==> config.mk <==
export PLATFORM = sky130hd
export DESIGN_NAME = barrett_reduce_pipe
export DESIGN_NICKNAME = d
export VERILOG_FILES = /design/src/rtl/barrett_reduce_pipe.sv
export SDC_FILE = /design/constraint.sdc
export NUM_CORES = 2
export LEC_CHECK = 0
export ABC_AREA = 1
export BUFFER_PORTS_ARGS = -buffer_cell sky130_fd_sc_hd__clkbuf_2
export CORE_ASPECT_RATIO = 0.7
export CORE_MARGIN = 4
export CORE_UTILIZATION = 30
export CTS_CLUSTER_DIAMETER = 40
export DETAILED_ROUTE_END_ITERATION = 10
export GPL_ROUTABILITY_DRIVEN = 0
export GPL_TIMING_DRIVEN = 1
export PLACE_DENSITY = 0.52
export RECOVER_POWER = 100
export SLEW_MARGIN = 20
export SYNTH_ARGS = -nofsm -noshare
export SYNTH_HDL_FRONTEND = slang
export SYNTH_SLANG_ARGS = --single-unit
==> constraint.sdc <==
create_clock -name clk -period 5.7 [get_ports clk]
set_input_delay 1.14 -clock clk [delete_from_list [all_inputs] [get_ports clk]]
set_output_delay 1.14 -clock clk [all_outputs]
set_load 0.01 [all_outputs]
==> src/rtl/barrett_reduce_pipe.sv <==
// Multi-lane pipelined Barrett reducer (C mod Q) with valid/ready flow control.
// Define BARRETT_MUL_EN to multiply operand pairs a*b in an extra front stage.
module barrett_reduce_pipe #(
  parameter int unsigned WIDTH = 16,
  parameter int unsigned Q     = 3329,
  parameter int unsigned K     = 26,
  parameter int unsigned LANES = 2
) (
  input  logic                     clk,
  input  logic                     rst_n,
  input  logic                     in_valid_i,
  output logic                     in_ready_o,
  input  logic [LANES*2*WIDTH-1:0] in_data_i,
  output logic                     out_valid_o,
  input  logic                     out_ready_i,
  output logic [LANES*WIDTH-1:0]   out_data_o,
  output logic                     busy_o
);

  localparam int unsigned CW = 2 * WIDTH;
  localparam int unsigned PW = CW + K;
  localparam logic [PW-1:0] M   = PW'((64'd1 << K) / 64'(Q));
  localparam logic [CW-1:0] Q_C = CW'(Q);

  logic adv_c;
  logic v1_q, v1_d, v2_q, v2_d, v3_q, v3_d;
`ifdef BARRETT_MUL_EN
  logic v0_q, v0_d;
`endif

  // Shared valid chain: every stage moves together when the output slot frees up.
  always_comb begin
    adv_c = ~v3_q | out_ready_i;
`ifdef BARRETT_MUL_EN
    v0_d  = v0_q;
`endif
    v1_d  = v1_q;
    v2_d  = v2_q;
    v3_d  = v3_q;
    if (adv_c) begin
`ifdef BARRETT_MUL_EN
      v0_d = in_valid_i;
      v1_d = v0_q;
`else
      v1_d = in_valid_i;
`endif
      v2_d = v1_q;
      v3_d = v2_q;
    end
  end

  always_ff @(posedge clk or negedge rst_n) begin
    if (!rst_n) begin
`ifdef BARRETT_MUL_EN
      v0_q <= 1'b0;
`endif
      v1_q <= 1'b0;
      v2_q <= 1'b0;
      v3_q <= 1'b0;
    end else begin
`ifdef BARRETT_MUL_EN
      v0_q <= v0_d;
`endif
      v1_q <= v1_d;
      v2_q <= v2_d;
      v3_q <= v3_d;
    end
  end

  assign in_ready_o  = adv_c;
  assign out_valid_o = v3_q;
`ifdef BARRETT_MUL_EN
  assign busy_o      = v0_q | v1_q | v2_q | v3_q;
`else
  assign busy_o      = v1_q | v2_q | v3_q;
`endif

  for (genvar i = 0; i < LANES; i++) begin : g_lane
    logic [CW-1:0]    c_in;
    logic [CW-1:0]    src;
    logic [CW-1:0]    c1_q, c1_d, c2_q, c2_d, t2_q, t2_d;
    logic [PW-1:0]    p1_q, p1_d;
    logic [CW-1:0]    r_c;
    logic [WIDTH-1:0] r3_q, r3_d;
`ifdef BARRETT_MUL_EN
    logic [CW-1:0]    c0_q, c0_d;
`endif

    assign c_in = in_data_i[i*CW +: CW];

    // Quotient estimate undershoots by at most one, so r lands in [0, 2Q).
    always_comb begin
`ifdef BARRETT_MUL_EN
      c0_d = c0_q;
      src  = c0_q;
`else
      src  = c_in;
`endif
      c1_d = c1_q;
      p1_d = p1_q;
      c2_d = c2_q;
      t2_d = t2_q;
      r3_d = r3_q;
      r_c  = c2_q - t2_q * Q_C;
      if (adv_c) begin
`ifdef BARRETT_MUL_EN
        c0_d = CW'(c_in[WIDTH-1:0]) * CW'(c_in[CW-1:WIDTH]);
`endif
        c1_d = src;
        p1_d = PW'(src) * M;
        c2_d = c1_q;
        t2_d = CW'(p1_q >> K);
        r3_d = (r_c >= Q_C) ? WIDTH'(r_c - Q_C) : WIDTH'(r_c);
      end
    end

    always_ff @(posedge clk or negedge rst_n) begin
      if (!rst_n) begin
`ifdef BARRETT_MUL_EN
        c0_q <= '0;
`endif
        c1_q <= '0;
        p1_q <= '0;
        c2_q <= '0;
        t2_q <= '0;
        r3_q <= '0;
      end else begin
`ifdef BARRETT_MUL_EN
        c0_q <= c0_d;
`endif
        c1_q <= c1_d;
        p1_q <= p1_d;
        c2_q <= c2_d;
        t2_q <= t2_d;
        r3_q <= r3_d;
      end
    end

    assign out_data_o[i*WIDTH +: WIDTH] = r3_q;
  end

endmodule

==> impl_metrics.ini <==
[die]
starting_utilization_of_the_core_area_pct = 30.2
core.rowCount = 108
top_level_ports = 103
core-area_um2 = 124000
die_width_um = 430
dieHeight_um = 303
die_area_um2 = 130000

[global_route]
antenna_violations_before_repair = 8
grt_remaining_overflow = 0
grt_first_pass_wirelength_um = 165000
grt_max_degree = 167
via_count_of_the_first_global_routing_pass = 29212
global_route.usage.total_pct = 15.8

[clock_tree]
tritoncts = built
clock_sinks = 247
cts_max_path_buffers = 3
cts_hold_repair.buffers = 0
worst_skew_pair.late_latency_ps = 610
clkTransAtPathRegs_ps = 60
cts_root_buffer = sky130_fd_sc_hd__clkbuf_16
numCtsBuffers = 51
cts-htree-levels = 2

[critical_path]
crit-reg2reg-launch = g_lane[0].t2_q[5]
cpPeakStageDelay_ps = 560
critPathKind = primary input to flop
critical-path-top-delay-family = adder cells
critical_path_peak_fanout = 4
rrSetupSlack_ps = 290
critPathCaptureType = flop
critical_path.slowest_cell = sky130_fd_sc_hd__fa_1
worstReg2RegEnd = g_lane[0].r3_q[2]
critPathLaunchType = primary input
worstPathRequired_ps = 6180
worstPathArrival_ps = 6210
path_common_cell = sky130_fd_sc_hd__fa_1
ff2ff_path_depth = 28
crit_chain = buf_8 > clkinvlp_4 > fa_1 > fa_1 > inv_2 > fa_1 > fa_1 > fa_1 > inv_1 > fa_1 > inv_2 > ha_4 > nand2_4 > nor2_2 > inv_1 > nor3_2 > and3_4 > a21oi_4 > o21ai_4 > a21oi_2 > or2_4 > nand3_2 > nand2_1
critPathBufInv = 6

[worst_hold_path]
worst_hold_path.num_cells = 2
hold-path-endpoint = g_lane[1].t2_q[8]
hold_path.startpoint = g_lane[1].p1_q[34]
min-delay-path-class = flop to flop

[sta]
timing.slew.headroom_pct = -148
finalCriticalPeriod_ps = 5720
setup-violations-final = 2
timing.final.crit_share_pct = 100
grt_setup_unrepaired = yes
fin_worst_skew_ps = 55.5
worst_pin_slew_ps = 3720
setup_slack_ps = -23.1
maxClockFrequency_mhz = 175
final-hold-violation-count = 0
finalMaxSlewViolations = 55

[yosys]
synth.net_count = 5742
ys_top_cells_by_count = sky130_fd_sc_hd__nand2_1, sky130_fd_sc_hd__inv_1, sky130_fd_sc_hd__ha_1
synth_area_leaders = sky130_fd_sc_hd__fa_1, sky130_fd_sc_hd__ha_1, sky130_fd_sc_hd__dfrtp_1, sky130_fd_sc_hd__nand2_1, sky130_fd_sc_hd__inv_1
mappedNetlistArea_um2 = 37400
synth_edf_count = 0
synth.ff_latch_count = 247
synthCells = 4592
avg_synthesized_cell_area_um2 = 8.14
post-synth-top-area-fraction_pct = 27.5
yosys.cell_count.top_type = sky130_fd_sc_hd__nand2_1
asyncSetResetFlopFracSynth_pct = 100
synth_warnings = 0
synth.largest_area_cell = sky130_fd_sc_hd__fa_1
synth.distinct_cells = 46
sequential_element_share_of_the_synthesized_area_pct = 16.5
ys_dominant_reg_cell = sky130_fd_sc_hd__dfrtp_1

[finish]
area.growth.synth_to_final_pct = 24.7
fraction_of_layout_instances_using_a_drive_strength_above_1_pct = 18.6
fillers = 12921
nets = 6294
postLayoutCoreUtil_pct = 37.7

[place]
port-buffer-count = 102
dpl.hpwl_um = 88100

[run_status]
status = finished, violations left
violated_checks = capacitance limit, slew limit, setup timing

[routing]
drt-pass1-iter-count = 6
route.detailed.vias_per_inst = 4.35
drt-total-wl_um = 102000
final_antenna_net_count = 0
wire_per_inst_um = 14.9
num_vias = 29771
first_iter_violations = 1890
drc = 0

[job]
cap_violations = 1
==> sequential cells by signal (all words and copies together) (netlist names) <==
register     cells
g_lane.r3_q     32
v1_q             1
g_lane.c1_q     64
g_lane.t2_q     42
g_lane.c2_q     64
g_lane.p1_q     42
out_valid_o      1
v2_q             1
==> cell families (layout without fill, tap and decap cells) <==
family          Yosys count  count (layout)  synth area share, %
xor+xnor                 64              64                 1.54
fa+ha+maj              1082            1082                 46.5
buf+inv                1146            1741                 11.6
compound gates          439             439                 6.19
flops                   247             247                 16.5
simple gates           1614            1614                 17.6
other cells               0               1                    0
==> routing by layer <==
metal	global-route usage [%]	up-vias	part of all wire [%]
met2	19.3	524	35
met3	2.20	43	5.2
met5	0	-	0
li1	-	15164	-
met4	1.64	0	0.69
met1	28.4	14040	59
==> through the flow <==
| stage | TNS (ps) | cell area (µm²) | worst slack, ps | hold WS [ps] | instances |
|---|---|---|---|---|---|
| after detailed placement | -27200 | 43100 | -826 | 453 | 6689 |
| after global placement | -25690 | 43100 | -810 | 455 | 6689 |
| after global routing | -2280 | 46600 | -217 | 480 | 6837 |
| final | -32.4 | 46600 | -23.1 | 462 | 6838 |
| after floorplan | -1090 | 37700 | -162 | 442 | 4592 |
| after CTS | -19.5 | 45100 | -19.5 | 468 | 6792 |
==> repair_timing <==
action                     4_1_cts  5_1_grt
hold endpoints to repair         0        0
setup endpoints to repair       25       64
gates resized for setup         21      332
setup buffers                    7       46
pin swaps                        3      129
==> worst min-delay path, stage by stage, from the launching register on <==
cell and delay (ps):
sky130_fd_sc_hd__dfrtp_1 340, sky130_fd_sc_hd__nand2_1 50, sky130_fd_sc_hd__nand2_1 40
==> how the worst max path moves through the flow <==
stage | depth (start not counted) | startpoint | end | slack [ps]
final | 23 | in_data_i[21] | g_lane[0].p1_q[41] | -20
after global routing | 23 | in_data_i[21] | g_lane[0].p1_q[41] | -220
after CTS | 21 | in_data_i[21] | g_lane[0].p1_q[30] | -20
after detailed placement | 21 | in_data_i[23] | g_lane[0].p1_q[30] | -830
after global placement | 23 | in_data_i[23] | g_lane[0].p1_q[30] | -810
after floorplan | 22 | in_data_i[21] | g_lane[0].p1_q[41] | -160
==> cells in the final DEF (no fill, tap or decap), types with 18 or more instances in the layout <==
cell type	count
sky130_fd_sc_hd__ha_1	530
sky130_fd_sc_hd__fa_1	488
sky130_fd_sc_hd__clkbuf_2	74
sky130_fd_sc_hd__a21oi_2	50
sky130_fd_sc_hd__xor2_1	37
sky130_fd_sc_hd__nand3_1	142
sky130_fd_sc_hd__fa_2	26
sky130_fd_sc_hd__nor2_1	177
sky130_fd_sc_hd__nand2_2	35
sky130_fd_sc_hd__xnor2_1	21
sky130_fd_sc_hd__o21ai_1	25
sky130_fd_sc_hd__dfrtp_1	244
sky130_fd_sc_hd__nor2_2	18
sky130_fd_sc_hd__inv_2	21
sky130_fd_sc_hd__nand2_1	1096
sky130_fd_sc_hd__clkbuf_16	51
sky130_fd_sc_hd__buf_4	456
sky130_fd_sc_hd__nor2_4	22
sky130_fd_sc_hd__nor3_1	23
sky130_fd_sc_hd__ha_4	31
sky130_fd_sc_hd__inv_1	1055
sky130_fd_sc_hd__o21ai_0	191
sky130_fd_sc_hd__a21oi_1	103
==> layout make-up <==
cell class | count | area, µm² | share of cell area [%]
antenna | 1 | 2.50 | 0.00537
clock buffer | 57 | 1340 | 2.87
clock inverter | 39 | 542 | 1.16
inverter | 1086 | 4120 | 8.83
multi-input combinational | 3199 | 28300 | 60.7
sequential | 247 | 6180 | 13.3
tap | 1650 | 2060 | 4.43
timing repair buffer | 559 | 4050 | 8.68
Power is left out: the tool's default activity adds up to more than one toggle a clock period on the data nets, which glitch-free logic cannot reach.
